$ cat config.mk
export PLATFORM = sky130hd
export DESIGN_NAME = bus_cmd_bridge
export DESIGN_NICKNAME = d
export VERILOG_FILES = /design/src/rtl/bus_cmd_bridge.sv
export SDC_FILE = /design/constraint.sdc
export NUM_CORES = 1
export LEC_CHECK = 0
export BUFFER_PORTS_ARGS = -buffer_cell sky130_fd_sc_hd__buf_2
export CAP_MARGIN = 30
export CORE_UTILIZATION = 40
export CTS_BUF_LIST = sky130_fd_sc_hd__clkbuf_4
export DETAILED_ROUTE_END_ITERATION = 10
export PLACE_DENSITY = 0.67
export SETUP_SLACK_MARGIN = 0.5
export SYNTH_ARGS = -nofsm -noshare
export SYNTH_HDL_FRONTEND = slang
export SYNTH_SLANG_ARGS = --single-unit
$ cat constraint.sdc
create_clock -name i_clk -period 2.3 [get_ports i_clk]
set_input_delay 0.46 -clock i_clk [delete_from_list [all_inputs] [get_ports i_clk]]
set_output_delay 0.46 -clock i_clk [all_outputs]
set_load 0.02 [all_outputs]
$ cat src/rtl/bus_cmd_bridge.sv
// bus_cmd_bridge: turns a byte-stream command protocol into register-bank writes and
// registered reads, returning read data as a byte stream.
module bus_cmd_bridge #(
  parameter int DATAW = 8,
  parameter int RD_LAT = 1
) (
  input  logic             i_clk,
  input  logic             i_rst,
  input  logic [7:0]       i_rx_data,
  input  logic             i_rx_valid,
  output logic             o_rx_ready,
  output logic [7:0]       o_tx_data,
  output logic             o_tx_valid,
  input  logic             i_tx_ready,
  output logic             o_we,
  output logic [7:0]       o_addr,
  output logic [DATAW-1:0] o_data,
  input  logic [DATAW-1:0] i_data,
  output logic             o_err
);
  localparam int NBYTES = DATAW / 8;
  localparam int CMAX = NBYTES > RD_LAT ? NBYTES : RD_LAT;
  localparam int CW = $clog2(CMAX + 1);
  localparam logic [CW-1:0] LAST_B = CW'(NBYTES - 1);
  localparam logic [CW-1:0] LAST_W = CW'(RD_LAT);
  localparam logic [7:0] OP_WR = 8'h57;
  localparam logic [7:0] OP_RD = 8'h52;
  typedef enum logic [2:0] {IDLE, ADDR, WDATA, WSTROBE, RWAIT, RSEND} state_t;
  state_t state, state_d;
  logic wr, rx_hs, tx_hs, op_ok;
  logic [CW-1:0] cnt;
  logic [DATAW-1:0] sh;
  assign rx_hs = i_rx_valid && o_rx_ready;
  assign tx_hs = o_tx_valid && i_tx_ready;
  assign op_ok = i_rx_data == OP_WR || i_rx_data == OP_RD;
  assign o_rx_ready = !i_rst && (state == IDLE || state == ADDR || state == WDATA);
  assign o_we = state == WSTROBE;
  assign o_tx_valid = state == RSEND;
  assign o_tx_data = sh[7:0];
  always_comb begin
    state_d = state;
    case (state)
      IDLE:    state_d = rx_hs && op_ok ? ADDR : IDLE;
      ADDR:    state_d = rx_hs ? (wr ? WDATA : RWAIT) : ADDR;
      WDATA:   state_d = rx_hs && cnt == LAST_B ? WSTROBE : WDATA;
      WSTROBE: state_d = IDLE;
      RWAIT:   state_d = cnt == LAST_W ? RSEND : RWAIT;
      RSEND:   state_d = tx_hs && cnt == LAST_B ? IDLE : RSEND;
      default: state_d = IDLE;
    endcase
  end
  always_ff @(posedge i_clk or posedge i_rst)
    if (i_rst) state <= IDLE;
    else state <= state_d;
  // cnt is shared: data-byte index in WDATA/RSEND, latency count in RWAIT
  always_ff @(posedge i_clk or posedge i_rst)
    if (i_rst) begin
      wr <= 1'b0;
      cnt <= '0;
      o_addr <= '0;
      o_data <= '0;
      sh <= '0;
      o_err <= 1'b0;
    end else begin
      o_err <= state == IDLE && rx_hs && !op_ok;
      if (state == IDLE && rx_hs) wr <= i_rx_data == OP_WR;
      if (state == ADDR && rx_hs) begin
        o_addr <= i_rx_data;
        cnt <= '0;
      end
      if (state == WDATA && rx_hs) begin
        o_data[{cnt, 3'b000} +: 8] <= i_rx_data;
        cnt <= cnt + 1'b1;
      end
      if (state == RWAIT) begin
        cnt <= cnt == LAST_W ? '0 : cnt + 1'b1;
        if (cnt == LAST_W) sh <= i_data;
      end
      if (state == RSEND && tx_hs) begin
        sh <= sh >> 8;
        cnt <= cnt + 1'b1;
      end
    end
endmodule

# == After elaboration in Yosys (flattened, before gate mapping) ==
# Index checks and enable logic that the tools add are counted.
# classes
n_addsub,2
n_reduce_logical,21
eq_ne,7
mux,16
bitwise,1
shift,2
# op_table
operator,count
$mux W8,3
$eq A8 B7 Y1 const B,2
$pmux W3 S5,1
$logic_and A1 B1 Y1,11
$mux W3,3
$bwmux W8,1
$mux W1,8
$shift A8 B6 Y8 const A,1
$shiftx A8 B6 Y8,1
$eq A3 B2 Y1 const B,2
$eq A3 B3 Y1 const B,2
$neg A4 Y6,1
$reduce_bool A2 Y1,2
$reduce_bool A4 Y1,1
$eq A3 B1 Y1 const B,1
$logic_not A3 Y1,1
$logic_or A1 B1 Y1,3
$logic_not A1 Y1,2
$reduce_and A2 Y1,1
$add A1 B1 Y1 const B,1
$not A1 Y1,1
# word_totals
reg_bits,30
input_bits,20

# == Longest topological paths before layout ==
# Gate-level depths: netlist of the first run.
# logic_depth
word_depth,10
mapped_depth,5
ltp_nobuf,4

# == Least setup slack after synthesis of the first run ==
# No wires, ideal clock.
# synth_path
kind,input to register
from,input i_rst
to,register state[1]
cell_stages,3
setup_time_ps,78
setup_slack_ps,800
arrival_ps,1422
n_path_buf,0
required_ps,2222
cell_sequence,inv_1 nand4_1 a21oi_1
# synth_via
elab_chain_len,5
# synth_lines
element,line_no,rtl
"start, declared",8,"input logic i_rst,"
$logic_not A1 Y1 (no source line),--,
$logic_and A1 B1 Y1,36,assign o_rx_ready = !i_rst && (state == IDLE || state == ADDR || state == WDATA);
$logic_and A1 B1 Y1,33,assign rx_hs = i_rx_valid && o_rx_ready;
$mux W3,44,ADDR: state_d = rx_hs ? (wr ? WDATA : RWAIT) : ADDR;
$pmux W3 S5,42,case (state)
named net state_d[1],29,"state_t state, state_d;"
"end signal, assigned",54,else state <= state_d;
"end, declared",29,
# The timed path passes the listed nets, and every way through them passes these cells.
# A chain may end at the register's enable or synchronous reset.

# == Worst setup path in the final report of the first run ==
# layout_path
from,register state[1]
to,output o_tx_valid
# layout_via
elab_chain_len,1
# layout_lines
element,line_no,rtl
$eq A3 B3 Y1,38,assign o_tx_valid = state == RSEND;
"end, declared",13,"output logic o_tx_valid,"
# Every way passes these cells.

==> metrics.cfg, run 1 <==
[run_status]
status = complete, no violations

[synthesis]
yosysWarnings = 0
synth.distinct_cells = 31
synth_area_leader_cell = dfrtp_1
yosysSeqAreaShare_pct = 57.4
synth_nets = 118
synth-seq-cells = 30
synthCells = 98
synthDominantCellAreaShare_pct = 57.4
ys.flop_type = dfrtp_1
synth-edff-count = 0
syn_area_per_cell_sq_um = 13.4
synth_area_leaders = dfrtp_1 (57%), mux2_2 (14%), a22o_1 (5.4%), nand2b_1 (1.9%), nor4bb_1 (1.5%)
synth_area_sq_um = 1310
async_flop_share_pct = 100

[power_and_ir_drop]
power_frac_clock_pct = 13.7
powerDensity_nw_per_um2 = 1320
seqPwrFrac_pct = 41.3
power.share.switching_pct = 40.6
ir_worst_vdd_uv = 631
p_switching_uw = 890
p_int_mw = 1.30
p_leak_nw = 0.846
combPwrFrac_pct = 44.9

[critical_path]
worstPathMaxFanout = 4
cp.required_ps = 1840
slowest_stage = dfrtp_2
crit_family = flip-flops
crit_buf_inv = 1
crit_chain = and2b_2 > and2_1 > buf_2
startpoint_type = register
slowest_delay_ps = 420
reg2reg_from = state[0]
crit_arrival_ps = 1270
critPathCaptureType = output pin
path_class = reg -> out
startpoint = state[1]

[clocking]
clkSinkCount = 30
cts_htree_levels = 2
cts_buffers = 5
clk_pin_slew_worst_paths_ps = 100
cts_tree = built
clkLatencyLatePin_ps = 320
clock_path_buffers = 2
cts-root-buf = clkbuf_4

[sta]
period_share_pct = 75.1
tightestPinTransition_ps = 363
rsz0062_at_grt = no
fmaxAchievable_ghz = 0.579
fin_ws_ps = 572
setup_viol = 0
finalHoldViolations = 0
slew-limit-headroom_pct = 75.8
finClkSkew_ps = 12.8
slew_violations = 0
setup_tns_ps = 0
period_needed_ps = 1730

[place]
dpl-instance-area_sq_um = 1590
dp_slack_ps = 770
port_buffers = 47
gp_congestion = 0.801
hpwl_microns = 1950

[global_route]
grt_max_degree = 31
antenna_found_initial = 0
gr-total-overflow = 0
grt_use_total_pct = 17.9
grt_pass1_wl_microns = 4550
grt_pass1_vias = 1017

[floorplanning]
core_sq_um = 3080
die-area_sq_um = 3500
io_pins = 48
die_w_microns = 59.2
rows = 20
die_height_microns = 59.2
initial_core_util_pct = 42.5

[detailed_routing]
drt_iter0_drc = 23
wl_per_cell_microns = 13.6
dr.pass1.iters = 4
dr_total_vias = 999
routed_wl_microns = 2700
drc_errors = 0
vias_per_cell = 5.05
antenna_left = 0

[run]
max_cap_violations = 0

[cells_and_area]
diodes = 0
drive_above_1_share_pct = 53.9
finalNetCount = 173
area_growth_pct = 27.4
design_area_sq_um = 1670

[min_path]
hold_path.class = in -> async

layer usage:
metal	routed length [microns]	GRT usage, %
met5	0	0
met4	55	9.52
met3	117	5.24
met2	1320	27.4
met1	1200	22.9
power groups by stage:
stage	Clock (mW)	Sequential (mW)	Combinational [mW]
CTS	0.310	0.904	0.996
detailed placement	0	0.923	0.964
finish	0.301	0.907	0.986
floorplan	0	1.13	0.453
global route	0.333	0.939	1.07
global placement	0	0.912	0.948
per-stage QoR:
stage                     total power, mW  std cells  util [%]  hold slack, ps
after floorplan                      1.58         98         -             461
after global placement               1.86        188      51.8             480
after detailed placement             1.89        188      51.8             483
after CTS                            2.21        198      54.1             263
after global routing                 2.34        198      54.2             282
final                                2.19        198      54.2             253
sequential cells by signal, summed over array words and instances, names as in the netlist:
register / cells
state: 3
wr: 1
o_tx_data: 8
cnt: 1
o_addr: 8
o_data: 8
o_err: 1
cells in the final DEF, fill, tap and decap left out, types with 2 or more instances in the layout:
cell type	Yosys	layout
a21oi_1	2	2
a22o_1	8	8
and2_1	2	2
buf_2	1	47
buf_4	1	3
clkbuf_4	0	6
dfrtp_1	30	27
dfrtp_2	0	3
mux2_2	16	16
nand2_1	3	3
nand2b_1	4	4
nor2_1	4	4
nor2b_1	3	3
nor4bb_1	2	2
o21ai_0	4	4
cell type report:
cell class / instances / area (sq um)
Clock buffer: 6 / 45.0
Clock inverter: 2 / 8.76
Fill cell: 278 / 1410
Inverter: 1 / 3.75
Multi-Input combinational cell: 65 / 543
Sequential cell: 30 / 754
Tap cell: 44 / 55.1
Timing Repair Buffer: 50 / 258
cells by family after synthesis:
logic type / share of synthesized area (%)
xor gates and xnor gates: 0.669
muxes: 13.8
AOI/OAI and AO/OA: 11.5
buffers and inverters: 1.24
and+or+nand+nor: 15.5
DFF: 57.4
worst min-delay path, stage by stage:
cell	delay [ps]
buf_2	130
inv_1	70
buf_4	340
cell usage after synthesis (2+ instances only):
| cell | instances |
|---|---|
| nand2_1 | 3 |
| nor2_1 | 4 |
| dfrtp_1 | 30 |
| a22o_1 | 8 |
| mux2_2 | 16 |
| nand2b_1 | 4 |
| nor2b_1 | 3 |
| nor4bb_1 | 2 |
| and2_1 | 2 |
| o21ai_0 | 4 |
| a21oi_1 | 2 |
what timing repair did:
| item | in CTS | in global routing |
|---|---|---|
| hold buffers | 0 | 0 |
| endpoints found under the hold margin | 0 | 0 |
| pin swaps | 0 | 0 |
| setup buffers | 2 | 0 |
| gates resized for setup | 3 | 1 |
| setup endpoints to repair | 1 | 2 |
worst paths after layout:
path	endpoint	slack (ps)	depth (start not counted)
max reg2reg	wr	790	5
min in group i_clk	o_tx_data[5]	350	2
max	o_tx_valid	570	3
max in group asynchronous	state[2]	1750	3
min reg2reg	o_tx_data[6]	500	1
min	o_data[0]	250	3
Power figures use the tool's default switching activity.
==> run 2: changes to the inputs <==
clock period = 1.7 ns   (was 2.3 ns; I/O delays follow)
==> metrics.cfg, run 2 (synthesis results as in run 1) <==
[run_status]
status = complete, no violations

[cells_and_area]
register_area_sq_um = 754
diodes = 0
fill_cells = 209
area_growth_pct = 68.2
mostFrequentLayoutCell = buf_6
drive_above_1_share_pct = 69.5
finalNetCount = 197
final_cells = 221
most-common-layout-cells = buf_6 (40), dfrtp_1 (27), buf_2 (19)
multiInputGateArea_sq_um = 688

[detailed_routing]
drc_errors = 0
dr_total_vias = 1127
routed_wl_microns = 3540
antenna_left = 0
vias_per_cell = 5.10
drt_iter0_drc = 34
dr.pass1.iters = 4
wl_per_cell_microns = 16.0

[critical_path]
crit_arrival_ps = 1230
worstPathMaxFanout = 2
crit_family = flip-flops
critPathCaptureType = output pin
cp.required_ps = 1360
path_class = reg -> out
startpoint_type = register
crit_chain = and2b_2 > and2_4 > buf_6
slowest_delay_ps = 430
slowest_stage = dfrtp_2
r2r_slack_ps = 150
crit_buf_inv = 1

[floorplanning]
die_w_microns = 59.2
initial_core_util_pct = 42.5
die_height_microns = 59.2
core_sq_um = 3080
die-area_sq_um = 3500
rows = 20
io_pins = 48

[sta]
setup_viol = 0
rsz0062_at_grt = yes
slew_violations = 0
slew-limit-headroom_pct = 74.9
setup_tns_ps = 0
fin_ws_ps = 135
fmaxAchievable_ghz = 0.639
period_needed_ps = 1570
finClkSkew_ps = 15.1
finalHoldViolations = 0
tightestPinTransition_ps = 376
period_share_pct = 92.1

[clocking]
cts-root-buf = clkbuf_4
cts_tree = built
cts_buffers = 5
clkSinkCount = 30
clkLatencyLatePin_ps = 340
clock_path_buffers = 2
cts_htree_levels = 2
clk_pin_slew_worst_paths_ps = 90

[power_and_ir_drop]
powerDensity_nw_per_um2 = 1820
ir_worst_vdd_uv = 989
p_leak_nw = 1.07

[run]
max_cap_violations = 0

[global_route]
grt_pass1_vias = 1180
antenna_found_initial = 0
grt_max_degree = 31
grt_pass1_wl_microns = 5690
grt_use_total_pct = 22.8
gr-total-overflow = 0

[place]
gp_congestion = 0.805
dp_cells = 188
hpwl_microns = 2000
port_buffers = 47
dp_slack_ps = 240

[min_path]
hold_path.class = in -> async

## run 2: worst register-to-register path, stage by stage (launching register included)
cell and delay [ps]:
dfrtp_2 440, buf_6 140, buf_6 120, nor3b_4 280
nand2_2 160, mux2_2 290
## run 2: path summary, 6_finish.rpt
check	start	end	cells after the start
setup / recovery	state[1]	o_tx_valid	3
hold / removal	i_rst	o_tx_data[1]	3
setup reg to reg	state[2]	o_data[1]	5
hold reg to reg	wr	state[2]	1
max in group asynchronous	i_rst	state[0]	3
min in group i_clk	i_data[1]	o_tx_data[1]	2
## run 2: area by class of cell
| class | instances | share of cell area [%] |
|---|---|---|
| clock buffers | 7 | 2.39 |
| inverters | 1 | 0.341 |
| multi-input cells | 67 | 31.3 |
| flip-flops and latches | 30 | 34.3 |
| well taps | 44 | 2.50 |
| repair buffers | 72 | 29.2 |
## run 2: what timing repair did
| action | CTS | global route |
|---|---|---|
| setup buffers | 17 | 7 |
| resized for setup | 91 | 6 |
| pin swaps | 14 | 10 |
| setup endpoints to repair | 56 | 57 |
| cloned | 2 | 0 |
| hold buffers | 0 | 0 |
## run 2: report_power, final
| part | switching [mW] | internal [mW] | total (mW) |
|---|---|---|---|
| clock | 0.228 | 0.187 | 0.416 |
| combinational | 1.02 | 1.29 | 2.31 |
| sequential | 0.248 | 1.03 | 1.28 |
## run 2: layer usage
metal	vias up	part of all wire (%)	global-route usage (%)	wire length, microns
met5	-	0	0	0
met4	0	3.5	12.9	122
met3	12	4.4	6.99	154
met2	35	51	34.7	1790
met1	559	42	28.9	1470
li1	521	-	-	-
## run 2: through the flow
step	hold WS (ps)	cell area [sq um]	utilization (%)	power [mW]
final	147	2200	71.5	4.00
after global routing	177	2200	71.5	4.21
after CTS	143	2130	69.1	3.88
after detailed placement	487	1630	52.9	2.62
after global placement	481	1630	52.9	2.58
after floorplan	260	1350	-	2.20
==> run 3: changes to the inputs <==
GPL_ROUTABILITY_DRIVEN = 0   (was default)
RECOVER_POWER = 100   (was default)
SKIP_CTS_REPAIR_TIMING = 1   (was default)
==> metrics.cfg, run 3 (synthesis results as in run 1) <==
[critical_path]
crit_buf_inv = 1
worstPathMaxFanout = 4
cp.required_ps = 1360
crit_chain = and2b_2 > and2_4 > buf_4
crit_arrival_ps = 1280
critPathCaptureType = output pin
reg2reg_from = state[0]
slowest_delay_ps = 440
path_class = reg -> out
reg2regPathDepth = 6
crit_family = flip-flops
r2r_slack_ps = 90
startpoint_type = register
slowest_stage = dfrtp_2
r2r-end = o_tx_data[6]

[cells_and_area]
mostFrequentLayoutCell = clkbuf_1
area_growth_pct = 40.2
most-common-layout-cells = clkbuf_1 (30), dfrtp_1 (28), buf_2 (18)
drive_above_1_share_pct = 44.2
register_area_sq_um = 753
finish.utilization_pct = 59.6
fill_cells = 282
diodes = 0
finalNetCount = 192
design_area_sq_um = 1840
final_cells = 216
multiInputGateArea_sq_um = 614

[clocking]
clkLatencyLatePin_ps = 330
clkSinkCount = 30
cts_buffers = 5
clk_pin_slew_worst_paths_ps = 90
clock_path_buffers = 2
cts-root-buf = clkbuf_4
cts_tree = built
cts_htree_levels = 2

[run]
max_cap_violations = 0

[power_and_ir_drop]
p_switching_mw = 1.36
p_int_mw = 1.89
p_total_mw = 3.25
seqPwrFrac_pct = 37.8
powerDensity_nw_per_um2 = 1770
p_leak_nw = 0.846
power.share.switching_pct = 41.7
combPwrFrac_pct = 49.6
power_frac_clock_pct = 12.6
ir_worst_vdd_uv = 832

[detailed_routing]
drt_iter0_drc = 29
wl_per_cell_microns = 15.2
antenna_left = 0
drc_errors = 0
vias_per_cell = 5.13
dr.pass1.iters = 4
dr_total_vias = 1107
routed_wl_microns = 3270

[min_path]
hold_path.class = in -> reg
hold_depth = 2
hold_end = o_tx_data[1]
min_from = i_data[1]

[sta]
period_share_pct = 95.1
rsz0062_at_grt = yes
finClkSkew_ps = 9.80
tightestPinTransition_ps = 727
whs_ps = 224
fin_ws_ps = 83.0
setup_viol = 0
fmaxAchievable_ghz = 0.618
slew_violations = 0
finalHoldViolations = 0
setup_tns_ps = 0
slew-limit-headroom_pct = 51.5
period_needed_ps = 1620

[floorplanning]
die-area_sq_um = 3500
rows = 20
initial_core_util_pct = 42.5
io_pins = 48
die_w_microns = 59.2
core_sq_um = 3080
die_height_microns = 59.2

[global_route]
grt_pass1_wl_microns = 4430
grt_pass1_vias = 963
gr-total-overflow = 0
use_met1_pct = 22.6
grt_max_degree = 31
top_usage_layer = met2
grt_use_total_pct = 17.9
grt_util_met3_pct = 6.55
antenna_found_initial = 0
met2_usage_pct = 26.0

[place]
dpl-instance-area_sq_um = 1630
hpwl_microns = 2000
port_buffers = 47
dp_slack_ps = 240
dp_cells = 188

[run_status]
status = complete, no violations

## run 3: worst max-delay path by stage
stage | start | to | slack (ps) | cells past startpoint
finish | state[0] | o_tx_valid | 80 | 3
global route | state[0] | o_rx_ready | 40 | 4
CTS | state[1] | o_tx_valid | -110 | 3
detailed placement | i_rst | o_data[4] | 240 | 5
global placement | i_rst | o_data[7] | 270 | 5
floorplan | state[0] | o_addr[4] | 420 | 4
## run 3: worst register-to-register path: stages, from the launching register on
cell and delay, ps:
dfrtp_2 440, clkbuf_1 150, clkbuf_1 130, clkbuf_4 140, nand2b_4 150, a21o_1 270
a22o_1 210
## run 3: cell type report
cell class,count,area share (%)
multi-input combinational,67,33.5
timing repair buffer,67,19.4
tap,44,3.00
inverter,1,0.273
sequential,30,41.0
clock buffer,7,2.86
## run 3: power by group through the flow
| stage | clock [mW] | sequential (mW) | combinational, mW |
|---|---|---|---|
| final | 0.411 | 1.23 | 1.61 |
| after global placement | 0 | 1.24 | 1.34 |
| after detailed placement | 0 | 1.25 | 1.37 |
| after global routing | 0.458 | 1.27 | 1.72 |
| after floorplan | 0 | 1.53 | 0.676 |
| after CTS | 0.431 | 1.23 | 1.38 |
## run 3: layer usage
metal	part of all wire [%]	vias to the layer above
met1	40	553
met3	6.0	8
met2	51	37
met5	0	-
li1	-	509
met4	2.7	0
